$ cat src/rtl/mem_arb_pkg.sv
// Shared types and defaults for the unified-memory arbiter.
package mem_arb_pkg;

  localparam int unsigned WORD_W          = 32;
  localparam logic [31:0] BASE_ADDR_DEF   = 32'h0040_0000;
  localparam int unsigned DEPTH_WORDS_DEF = 64;
  localparam int unsigned STARVE_MAX_DEF  = 4;

  typedef enum logic [1:0] {
    IDLE   = 2'd0,
    ACCESS = 2'd1,
    RESP   = 2'd2
  } arb_state_t;

  typedef enum logic {
    GNT_IF = 1'b0,
    GNT_D  = 1'b1
  } gnt_t;

  // One past the last legal byte address; 33 bits so the top of the map cannot wrap.
  function automatic logic [WORD_W:0] addr_limit(input logic [WORD_W-1:0] base,
                                                 input int unsigned depth);
    return 33'(base) + (33'(depth) * 33'd4);
  endfunction

endpackage

$ cat src/rtl/mem_arb_if.sv
// Requester and memory-side signals of the arbiter, bundled for port connection.
interface mem_arb_if;
  import mem_arb_pkg::*;

  // fetch port
  logic              if_req;
  logic [WORD_W-1:0] if_addr;
  logic              if_ack;
  logic [WORD_W-1:0] if_rdata;
  logic              if_err;

  // load/store port
  logic              d_req;
  logic              d_we;
  logic [WORD_W-1:0] d_addr;
  logic [WORD_W-1:0] d_wdata;
  logic              d_ack;
  logic [WORD_W-1:0] d_rdata;
  logic              d_err;

  // memory array side
  logic [WORD_W-1:0] mem_dir;
  logic [WORD_W-1:0] mem_data_input;
  logic              mem_rd;
  logic              mem_wd;
  logic [WORD_W-1:0] mem_data_output;

  // arbiter side
  modport slave (
    input  if_req, if_addr, d_req, d_we, d_addr, d_wdata, mem_data_output,
    output if_ack, if_rdata, if_err, d_ack, d_rdata, d_err,
           mem_dir, mem_data_input, mem_rd, mem_wd
  );

  // requesters plus memory
  modport master (
    output if_req, if_addr, d_req, d_we, d_addr, d_wdata, mem_data_output,
    input  if_ack, if_rdata, if_err, d_ack, d_rdata, d_err,
           mem_dir, mem_data_input, mem_rd, mem_wd
  );

endinterface

$ cat src/rtl/mem_arb_addr_chk.sv
// Combinational range and word-alignment check for one byte address.
module mem_arb_addr_chk
  import mem_arb_pkg::*;
#(
  parameter logic [31:0] BASE_ADDR   = BASE_ADDR_DEF,
  parameter int unsigned DEPTH_WORDS = DEPTH_WORDS_DEF
) (
  input  logic [WORD_W-1:0] addr,
  output logic              err_c
);

  localparam logic [WORD_W:0] LIMIT = addr_limit(BASE_ADDR, DEPTH_WORDS);

  logic below_c;
  logic above_c;
  logic misaligned_c;

  // Flag addresses outside [BASE_ADDR, LIMIT) or not on a word boundary.
  always_comb begin
    below_c      = addr < BASE_ADDR;
    above_c      = {1'b0, addr} >= LIMIT;
    misaligned_c = addr[1:0] != 2'b00;
    err_c        = below_c | above_c | misaligned_c;
  end

endmodule

$ cat src/rtl/mem_arbiter.sv
// Single-port arbiter/sequencer for the unified instruction/data memory.
// One access every three cycles: IDLE (grant) -> ACCESS (strobe) -> RESP (ack).
// Data has priority over fetch. Define MEM_ARB_STARVE_LIMIT_EN to let a waiting
// fetch win once after STARVE_MAX consecutive data grants.
module mem_arbiter
  import mem_arb_pkg::*;
#(
  parameter logic [31:0] BASE_ADDR   = BASE_ADDR_DEF,
  parameter int unsigned DEPTH_WORDS = DEPTH_WORDS_DEF,
  parameter int unsigned STARVE_MAX  = STARVE_MAX_DEF
) (
  input  logic      clk,
  input  logic      reset,
  mem_arb_if.slave  bus
);

  arb_state_t        state;
  gnt_t              gnt;
  logic              we_q;
  logic              err_q;

  logic              pick_if_c;
  logic              sel_we_c;
  logic              addr_err_c;
  logic [WORD_W-1:0] sel_addr_c;
  logic [WORD_W-1:0] rd_word_c;

  // A zero starvation limit would let fetch pre-empt every data grant.
  if (STARVE_MAX == 0) begin : g_bad_starve_max
    $error("mem_arbiter: STARVE_MAX must be at least 1");
  end

`ifdef MEM_ARB_STARVE_LIMIT_EN
  localparam int unsigned CNT_W = $clog2(STARVE_MAX + 2);

  logic [CNT_W-1:0] starve_cnt;
  logic             starve_hit_c;

  // Fetch wins when it has watched STARVE_MAX data grants go by.
  assign starve_hit_c = starve_cnt == CNT_W'(STARVE_MAX);
  assign pick_if_c    = bus.if_req && (!bus.d_req || starve_hit_c);
`else
  // Strict data priority.
  assign pick_if_c    = bus.if_req && !bus.d_req;
`endif

  // Winner's request fields; fetch is always a read.
  assign sel_addr_c = pick_if_c ? bus.if_addr : bus.d_addr;
  assign sel_we_c   = !pick_if_c && bus.d_we;

  // Read data returned to the winner; stores and bad addresses return zero.
  assign rd_word_c  = (err_q || we_q) ? '0 : bus.mem_data_output;

  mem_arb_addr_chk #(
    .BASE_ADDR   (BASE_ADDR),
    .DEPTH_WORDS (DEPTH_WORDS)
  ) u_addr_chk (
    .addr  (sel_addr_c),
    .err_c (addr_err_c)
  );

  // Sequencer: grant in IDLE, strobe memory in ACCESS, ack in RESP.
  always_ff @(posedge clk) begin
    if (reset) begin
      state              <= IDLE;
      gnt                <= GNT_IF;
      we_q               <= 1'b0;
      err_q              <= 1'b0;
      bus.if_ack         <= 1'b0;
      bus.if_err         <= 1'b0;
      bus.if_rdata       <= '0;
      bus.d_ack          <= 1'b0;
      bus.d_err          <= 1'b0;
      bus.d_rdata        <= '0;
      bus.mem_dir        <= '0;
      bus.mem_data_input <= '0;
      bus.mem_rd         <= 1'b0;
      bus.mem_wd         <= 1'b0;
`ifdef MEM_ARB_STARVE_LIMIT_EN
      starve_cnt         <= '0;
`endif
    end else begin
      bus.mem_rd <= 1'b0;
      bus.mem_wd <= 1'b0;
      bus.if_ack <= 1'b0;
      bus.d_ack  <= 1'b0;

      unique case (state)
        IDLE: begin
          if (bus.if_req || bus.d_req) begin
            gnt         <= pick_if_c ? GNT_IF : GNT_D;
            we_q        <= sel_we_c;
            err_q       <= addr_err_c;
            bus.mem_dir <= sel_addr_c;
            if (sel_we_c) begin
              bus.mem_data_input <= bus.d_wdata;
            end
            // Strobes are registered here so they are high exactly during ACCESS.
            bus.mem_rd  <= !addr_err_c && !sel_we_c;
            bus.mem_wd  <= !addr_err_c && sel_we_c;
`ifdef MEM_ARB_STARVE_LIMIT_EN
            if (pick_if_c) begin
              starve_cnt <= '0;
            end else if (bus.if_req) begin
              starve_cnt <= starve_cnt + CNT_W'(1);
            end
`endif
            state       <= ACCESS;
          end
        end

        ACCESS: begin
          if (gnt == GNT_IF) begin
            bus.if_ack   <= 1'b1;
            bus.if_err   <= err_q;
            bus.if_rdata <= rd_word_c;
          end else begin
            bus.d_ack    <= 1'b1;
            bus.d_err    <= err_q;
            bus.d_rdata  <= rd_word_c;
          end
          state <= RESP;
        end

        RESP: begin
          state <= IDLE;
        end

        default: begin
          state <= IDLE;
        end
      endcase
    end
  end

endmodule

$ cat src/flat_wrapper.sv
// flat-port wrapper written by rule: the top's interface ports become plain ports
module mem_arbiter_flat import mem_arb_pkg::*;
#(
  parameter logic [31:0] BASE_ADDR   = BASE_ADDR_DEF,
  parameter int unsigned DEPTH_WORDS = DEPTH_WORDS_DEF,
  parameter int unsigned STARVE_MAX  = STARVE_MAX_DEF
)
  (clk, reset, bus_if_req, bus_if_addr, bus_d_req, bus_d_we, bus_d_addr, bus_d_wdata, bus_mem_data_output, bus_if_ack, bus_if_rdata, bus_if_err, bus_d_ack, bus_d_rdata, bus_d_err, bus_mem_dir, bus_mem_data_input, bus_mem_rd, bus_mem_wd);
  mem_arb_if bus_i ();
  input  logic clk;
  input  logic reset;
  input wire logic [$bits(bus_i.if_req)-1:0] bus_if_req;
  input wire logic [$bits(bus_i.if_addr)-1:0] bus_if_addr;
  input wire logic [$bits(bus_i.d_req)-1:0] bus_d_req;
  input wire logic [$bits(bus_i.d_we)-1:0] bus_d_we;
  input wire logic [$bits(bus_i.d_addr)-1:0] bus_d_addr;
  input wire logic [$bits(bus_i.d_wdata)-1:0] bus_d_wdata;
  input wire logic [$bits(bus_i.mem_data_output)-1:0] bus_mem_data_output;
  output wire logic [$bits(bus_i.if_ack)-1:0] bus_if_ack;
  output wire logic [$bits(bus_i.if_rdata)-1:0] bus_if_rdata;
  output wire logic [$bits(bus_i.if_err)-1:0] bus_if_err;
  output wire logic [$bits(bus_i.d_ack)-1:0] bus_d_ack;
  output wire logic [$bits(bus_i.d_rdata)-1:0] bus_d_rdata;
  output wire logic [$bits(bus_i.d_err)-1:0] bus_d_err;
  output wire logic [$bits(bus_i.mem_dir)-1:0] bus_mem_dir;
  output wire logic [$bits(bus_i.mem_data_input)-1:0] bus_mem_data_input;
  output wire logic [$bits(bus_i.mem_rd)-1:0] bus_mem_rd;
  output wire logic [$bits(bus_i.mem_wd)-1:0] bus_mem_wd;
  assign bus_i.if_req = bus_if_req;
  assign bus_i.if_addr = bus_if_addr;
  assign bus_i.d_req = bus_d_req;
  assign bus_i.d_we = bus_d_we;
  assign bus_i.d_addr = bus_d_addr;
  assign bus_i.d_wdata = bus_d_wdata;
  assign bus_i.mem_data_output = bus_mem_data_output;
  assign bus_if_ack = bus_i.if_ack;
  assign bus_if_rdata = bus_i.if_rdata;
  assign bus_if_err = bus_i.if_err;
  assign bus_d_ack = bus_i.d_ack;
  assign bus_d_rdata = bus_i.d_rdata;
  assign bus_d_err = bus_i.d_err;
  assign bus_mem_dir = bus_i.mem_dir;
  assign bus_mem_data_input = bus_i.mem_data_input;
  assign bus_mem_rd = bus_i.mem_rd;
  assign bus_mem_wd = bus_i.mem_wd;
  mem_arbiter #(.BASE_ADDR(BASE_ADDR), .DEPTH_WORDS(DEPTH_WORDS), .STARVE_MAX(STARVE_MAX)) u_core (.clk(clk), .reset(reset), .bus(bus_i));
endmodule
$ cat config.mk
export PLATFORM = sky130hd
export DESIGN_NAME = mem_arbiter_flat
export DESIGN_NICKNAME = d
export VERILOG_FILES = /design/src/rtl/mem_arb_pkg.sv /design/src/rtl/mem_arb_if.sv /design/src/rtl/mem_arb_addr_chk.sv /design/src/rtl/mem_arbiter.sv /design/src/flat_wrapper.sv
export SDC_FILE = /design/constraint.sdc
export NUM_CORES = 1
export LEC_CHECK = 0
export CORE_MARGIN = 2
export CORE_UTILIZATION = 40
export DETAILED_ROUTE_END_ITERATION = 10
export GPL_ROUTABILITY_DRIVEN = 0
export MAX_ROUTING_LAYER = met4
export PLACE_DENSITY = 0.87
export SKIP_CTS_REPAIR_TIMING = 1
export SYNTH_ARGS = -nofsm -noshare
export SYNTH_HDL_FRONTEND = slang
export SYNTH_SLANG_ARGS = --single-unit
$ cat constraint.sdc
create_clock -name clk -period 1.9 [get_ports clk]
set_clock_uncertainty 0.2 [all_clocks]
set_input_delay 0.285 -clock clk [delete_from_list [all_inputs] [get_ports clk]]
set_output_delay 0.285 -clock clk [all_outputs]
set_load 0.05 [all_outputs]
==> impl_results.md, run 1 <==
- Power per cell area: 961 nW/um^2
- Yosys top cell area share: 52.3%
- Die Wd: 119 um
- Number of diodes: 0
- Core area: 13100 sq um
- CTS tree: yes
- Hold path depth: 2
- CTS Root Cell: clkbuf_16
- RSZ-0062 raised after global routing: no
- Share of cells above drive strength 1: 23.4%
- Leakage: 3.62 nW
- All-Layer GR Usage: 24.4%
- FFs w/ async S/R, synth: 0%
- Die Y: 119 um
- Top FF cell, synth: dfxtp_1
- Die area: 14300 sq um
- Sw power: 0.00242 W
- Nets: 1036
- Critical path peak fanout: 3
- Routed WL: 17200 um
- # clock sinks: 139
- GRT met1 Usage: 24.9%
- Via/cell ratio: 5.11
- Syn Inst Count: 630
- Total number of vias: 5579
- Yosys reg bits: 139
- Outcome: complete, no violations
- Total CTS buffers: 17
- Clk buf depth: 2
- Fmax: 602 MHz
- Multi-input logic area: 2300 sq um
- Slowest cell on crit path: clkdlybuf4s50_1
- Number of antenna violations at the first check in global routing: 0
- Synthesized area: 5330 sq um
- Worst r2r dst: u_core.err_q
- Proportion of power drawn by combinational gates: 22.1%
- M2 GR Usage: 43.0%
- Int Pwr: 0.00593 W
- Worst EP arrival: 1.74 ns
- Hold WS: 0.0745 ns
- Post-DR wirelength/cell: 15.8 um
- First DRT Iteration DRCs: 329
- First-pass GRT wire length: 26500 um
- Most common cell after layout, fill and taps aside: buf_4
- Largest net degree at the start of global routing: 56
- Worst Hold End: u_core.state[1]
- Hold Fails Final Rpt: 0
- GR met3 Demand/Resource: 6.70%
- EDFF count, synth: 0
- DRT Pass-1 Iters: 5
- WS Path Type: input pin to flip-flop
- Switching share of power: 28.9%
- Peak supply drop: 0.562 mV
- Warnings from Yosys: 0
- Worst slack, placed: -0.258 ns
- Initial Util: 40.5%
- Seq/Total Area, Yosys: 52.3%
- Final period utilization: 87.4%
- FF-to-FF path depth: 5
- Mean post-synth cell area: 8.45 sq um
- Register clock-pin slew on the reported worst setup and hold paths: 0.05 ns
- Top post-synthesis cells by area: dfxtp_1, nand2_1, a21oi_1
- Worst path required time: 1.97 ns
- Slew at the pin with the worst max-slew slack: 0.451 ns
- Crit start category: input pin
- # rows: 42
- Clock share of power: 39.8%
- Antenna Nets Post-Route: 0
- Max incr delay on CP: 0.48 ns
- Max-cap violations: 0
- Clk_lat worst skew: 0.41 ns
- DRC Markers: 0
- Setup slack, reg-to-reg: 0.29 ns
- Number of library cell types mapped by synthesis: 28
- Hold Crit Class: input pin to flip-flop
- DP HPWL: 12400 um
- Global route hottest layer: met2
- Syn Nets: 763
- Sequential share of power: 38.1%
- Tmin final: 1.66 ns
- Most frequent cells in the layout: buf_4, dfxtp_1, nand2_1, clkdlybuf4s50_1, a21oi_1
- Fillers: 1098
- FF+latch area: 2780 sq um
- Vias in the first global route: 5536
- Hold_sp: reset
- Worst path cell trace: clkdlybuf4s50_1 > nor4_1 > buf_4 > nand4_1 > o22ai_1 > a311oi_1
- GR Overflow Total: 0
- PortBufs: 266
- Setup TNS: 0 ns
- Area Overhead vs Synth: 63.2%
- Biggest area consumer among synthesized cells: dfxtp_1
- I/O pin count: 267
- Worst Setup Slack, final: 0.239 ns
- CTS HTree Levels: 4
- Critical Path Sink Type: flip-flop
- Fin. max-slew vios: 0
- Max_slew headroom: 69.8%
- Final setup fails: 0
- Reg2reg start: u_core.state[1]
critical path: cells and delay by family:
family,cells,cell delay [ns]
AND/OR/NAND/NOR,2,0.37
AO/OA/AOI/OAI,2,0.45
buffers and inverters,2,0.63
cells in the mapped netlist (3+ instances only):
master,n
dfxtp_1,139
nand2_1,136
a21oi_1,99
nand3_1,66
nor2_1,43
a211oi_1,32
mux2i_1,32
clkbuf_1,25
buf_2,21
nor4_1,9
nand2b_1,4
buf_4,3
buf_6,3
area by class of cell:
type,count,area share (%)
Tap cell,176,2.53
Clock buffer,20,5.25
Sequential cell,139,32.0
Timing Repair Buffer,307,32.0
Clock inverter,11,1.67
Multi-Input combinational cell,438,26.5
logic make-up after synthesis:
logic type / after synthesis / share of synthesized area, %
buffers and inverters: 53 / 4.86
multiplexers: 32 / 6.02
flip-flops: 139 / 52.3
AND/OR/NAND/NOR: 269 / 21.9
AO/OA/AOI/OAI: 137 / 15.0
per-layer routing:
layer | wire length, um | vias to the layer above
li1 | - | 2727
met1 | 6430 | 2546
met2 | 8890 | 264
met3 | 1370 | 42
met4 | 508 | 0
met5 | 0 | -
registers in the layout (all words and copies together), names as in the netlist:
name and flops:
u_core.gnt 1, u_core.we_q 1, u_core.bus.if_ack 1, u_core.bus.mem_wd 1, u_core.bus.mem_rd 1, u_core.bus.mem_data_input 32
u_core.bus.d_ack 1, u_core.bus.if_rdata 32, u_core.state 2, u_core.bus.d_rdata 32, u_core.err_q 1, u_core.bus.mem_dir 32
u_core.bus.d_err 1, u_core.bus.if_err 1
through the flow:
| stage | instance area [sq um] | total power [W] | std cells | util [%] |
|---|---|---|---|---|
| after floorplan | 5330 | 0.00426 | 630 | - |
| after global placement | 8080 | 0.00505 | 1060 | 61.5 |
| after detailed placement | 8080 | 0.00508 | 1060 | 61.5 |
| after CTS | 8680 | 0.00841 | 1091 | 66.1 |
| after global routing | 8690 | 0.00866 | 1091 | 66.2 |
| final | 8690 | 0.00835 | 1091 | 66.2 |
power groups by stage:
| stage | sequential [W] | clock [W] | combinational (W) |
|---|---|---|---|
| after floorplan | 0.00378 | 0 | 0.000483 |
| after global placement | 0.00323 | 0 | 0.00182 |
| after detailed placement | 0.00324 | 0 | 0.00184 |
| after CTS | 0.00318 | 0.00338 | 0.00185 |
| after global routing | 0.00320 | 0.00351 | 0.00195 |
| final | 0.00318 | 0.00333 | 0.00184 |
worst max path at each step:
stage | from | endpoint | slack [ns] | cells after the start
2_1_floorplan | bus_if_addr[25] | u_core.bus.mem_rd | 0.40 | 3
3_3_place_gp | bus_if_addr[8] | u_core.bus.mem_rd | -0.18 | 6
5_1_grt | bus_d_addr[21] | u_core.bus.mem_rd | 0.11 | 5
6_report | bus_if_addr[8] | u_core.err_q | 0.24 | 6
4_1_cts | bus_if_addr[20] | u_core.err_q | 0.17 | 5
3_5_place_dp | bus_if_addr[20] | u_core.err_q | -0.26 | 5
(Power assumes the default switching activity.)
==> inputs of run 2 (changes only) <==
CORE_UTILIZATION = 36   (was 40)
GPL_TIMING_DRIVEN = 0   (was default)
PLACE_DENSITY = 0.83   (was 0.87)
clock period = 1.5 ns   (was 1.9 ns; I/O delays follow)
==> impl_results.md, run 2 (synthesis results as in run 1) <==
- Via/cell ratio: 5.11 (about the same)
- Worst slack, placed: -0.714 ns (-0.456 ns)
- Outcome: complete, no violations
- Worst EP arrival: 1.61 ns (-0.13 ns)
- Hold WS: 0.00787 ns (-0.0666 ns)
- Setup TNS: 0 ns (unchanged)
- Clk buf depth: 2 (unchanged)
- DRC Markers: 0 (unchanged)
- Max_slew headroom: 71.9% (+2.1 points)
- Fillers: 1312 (+19%)
- First DRT Iteration DRCs: 312 (-5.2%)
- Peak supply drop: 0.735 mV (+31%)
- Worst Setup Slack, final: 0.0241 ns (-0.215 ns)
- Most common cell after layout, fill and taps aside: dfxtp_1
- Initial Util: 36.8% (-3.8 points)
- GR Overflow Total: 0 (unchanged)
- Routed WL: 18900 um (+9.8%)
- Worst Setup SP: u_core.state[0]
- Die Wd: 126 um (+5.2%)
- Leakage: 3.71 nW (+2.4%)
- Area Overhead vs Synth: 62.2%
- FF-to-FF path depth: 6 (+1)
- Hold Crit Class: input pin to flip-flop
- Fin. max-slew vios: 0 (unchanged)
- Fmax: 678 MHz
- Clk_lat worst skew: 0.41 ns (about the same)
- DRT Pass-1 Iters: 5 (unchanged)
- Worst path required time: 1.63 ns (-0.34 ns)
- Tmin final: 1.48 ns
- Final instance area: 8640 sq um (-0.63%)
- Vias in the first global route: 5485 (-0.92%)
- # clock sinks: 139 (unchanged)
- Antenna Nets Post-Route: 0 (unchanged)
- Post-DR wirelength/cell: 16.8 um (+6.6%)
- Final setup fails: 0 (unchanged)
- Final period utilization: 98.4%
- Number of antenna violations at the first check in global routing: 1 (+1)
- Max-cap violations: 0 (unchanged)
- CTS tree: yes
- Total number of vias: 5738 (+2.8%)
- Critical Path Sink Type: flip-flop
- Die Y: 126 um (+5.2%)
- I/O pin count: 267 (unchanged)
- Critical path peak fanout: 8 (+5)
- DP HPWL: 14000 um (+12%)
- CTS HTree Levels: 4 (unchanged)
- # rows: 44 (+4.8%)
- Setup slack, reg-to-reg: 0.02 ns (-0.27 ns)
- First-pass GRT wire length: 28600 um (+7.7%)
- Largest net degree at the start of global routing: 17 (-70%)
- Most frequent cells in the layout: dfxtp_1, nand2_1, clkdlybuf4s50_1, clkbuf_2, a21oi_1
- Slew at the pin with the worst max-slew slack: 0.421 ns (-0.0301 ns)
- Share of cells above drive strength 1: 27.5% (+4.1 points)
- Worst r2r dst: u_core.bus.mem_dir[2]
- Hold Fails Final Rpt: 0 (unchanged)
- CP endpoint: u_core.bus.mem_dir[2]
- RSZ-0062 raised after global routing: yes
- Die area: 15800 sq um (+11%)
- DP Area: 8220 sq um (+1.7%)
- Total CTS buffers: 17 (unchanged)
- All-Layer GR Usage: 23.7% (-0.70 points)
- CTS Root Cell: clkbuf_16
- Nets: 1059 (+2.2%)
- Power per cell area: 1230 nW/um^2 (+28%)
- Register clock-pin slew on the reported worst setup and hold paths: 0.06 ns (about the same)
- WS Path Type: flip-flop to flip-flop
- Crit start category: flip-flop
- Reg2reg start: u_core.state[0]
- PortBufs: 266 (unchanged)
- Core area: 14500 sq um (+10%)
## run 2: changes by cell type in the layout (fill, tap and decap cells not counted), sizes merged
cell,delta
clkbuf,+114
buf,-94
dlymetal6s2s,+7
clkdlybuf4s50,-6
diode,+1
dlygate4sd3,+1
inv,+1
## run 2: critical path: stages, from the launching register on
cell and delay [ns]:
dfxtp_2 0.33, nor2_4 0.17, o21a_4 0.18, buf_8 0.14, buf_12 0.12, nor2_1 0.05
a211oi_2 0.20
## run 2: power by group
part	total (W)	switching (W)	internal, W
clock	0.00422	0.00159	0.00264
combinational	0.00236	0.00149	0.000872
sequential	0.00402	0.000116	0.00391
total	0.0106	0.00319	0.00742
## run 2: how the worst min path moves through the flow
stage                                       from                      endpoint  slack (ns)  cells after the start
CTS                               bus_d_wdata[5]  u_core.bus.mem_data_input[5]        0.14                      3
floorplan                                  reset               u_core.state[0]        0.11                      1
finish                                bus_if_req                    u_core.gnt       0.008                      4
global route                     bus_if_addr[26]        u_core.bus.mem_dir[26]        0.02                      3
detailed placement       u_core.bus.if_rdata[14]       u_core.bus.if_rdata[14]        0.25                      2
global placement    u_core.bus.mem_data_input[1]  u_core.bus.mem_data_input[1]        0.24                      2
## run 2: stage by stage
stage	std cells	total power, W	util, %
finish	1123	0.0106	59.6
detailed placement	1080	0.00641	56.8
global route	1123	0.0110	59.6
floorplan	630	0.00539	-
CTS	1111	0.0106	60.8
global placement	1080	0.00639	56.8
## run 2: metal layers
layer | track usage (%) | vias up | wire length (um)
li1 | - | 2767 | -
met5 | - | - | 0
met2 | 40.1 | 250 | 9370
met3 | 6.84 | 46 | 1390
met1 | 26.4 | 2675 | 7560
met4 | 9.08 | 0 | 554
## run 2: layout make-up
type	instances	area [sq um]	area share [%]
Antenna cell	1	2.50	0.0290
Buffer	53	448	5.19
Clock buffer	19	443	5.13
Clock inverter	12	146	1.70
Multi-Input combinational cell	438	2430	28.1
Sequential cell	139	2790	32.3
Tap cell	184	230	2.67
Timing Repair Buffer	277	2150	24.9
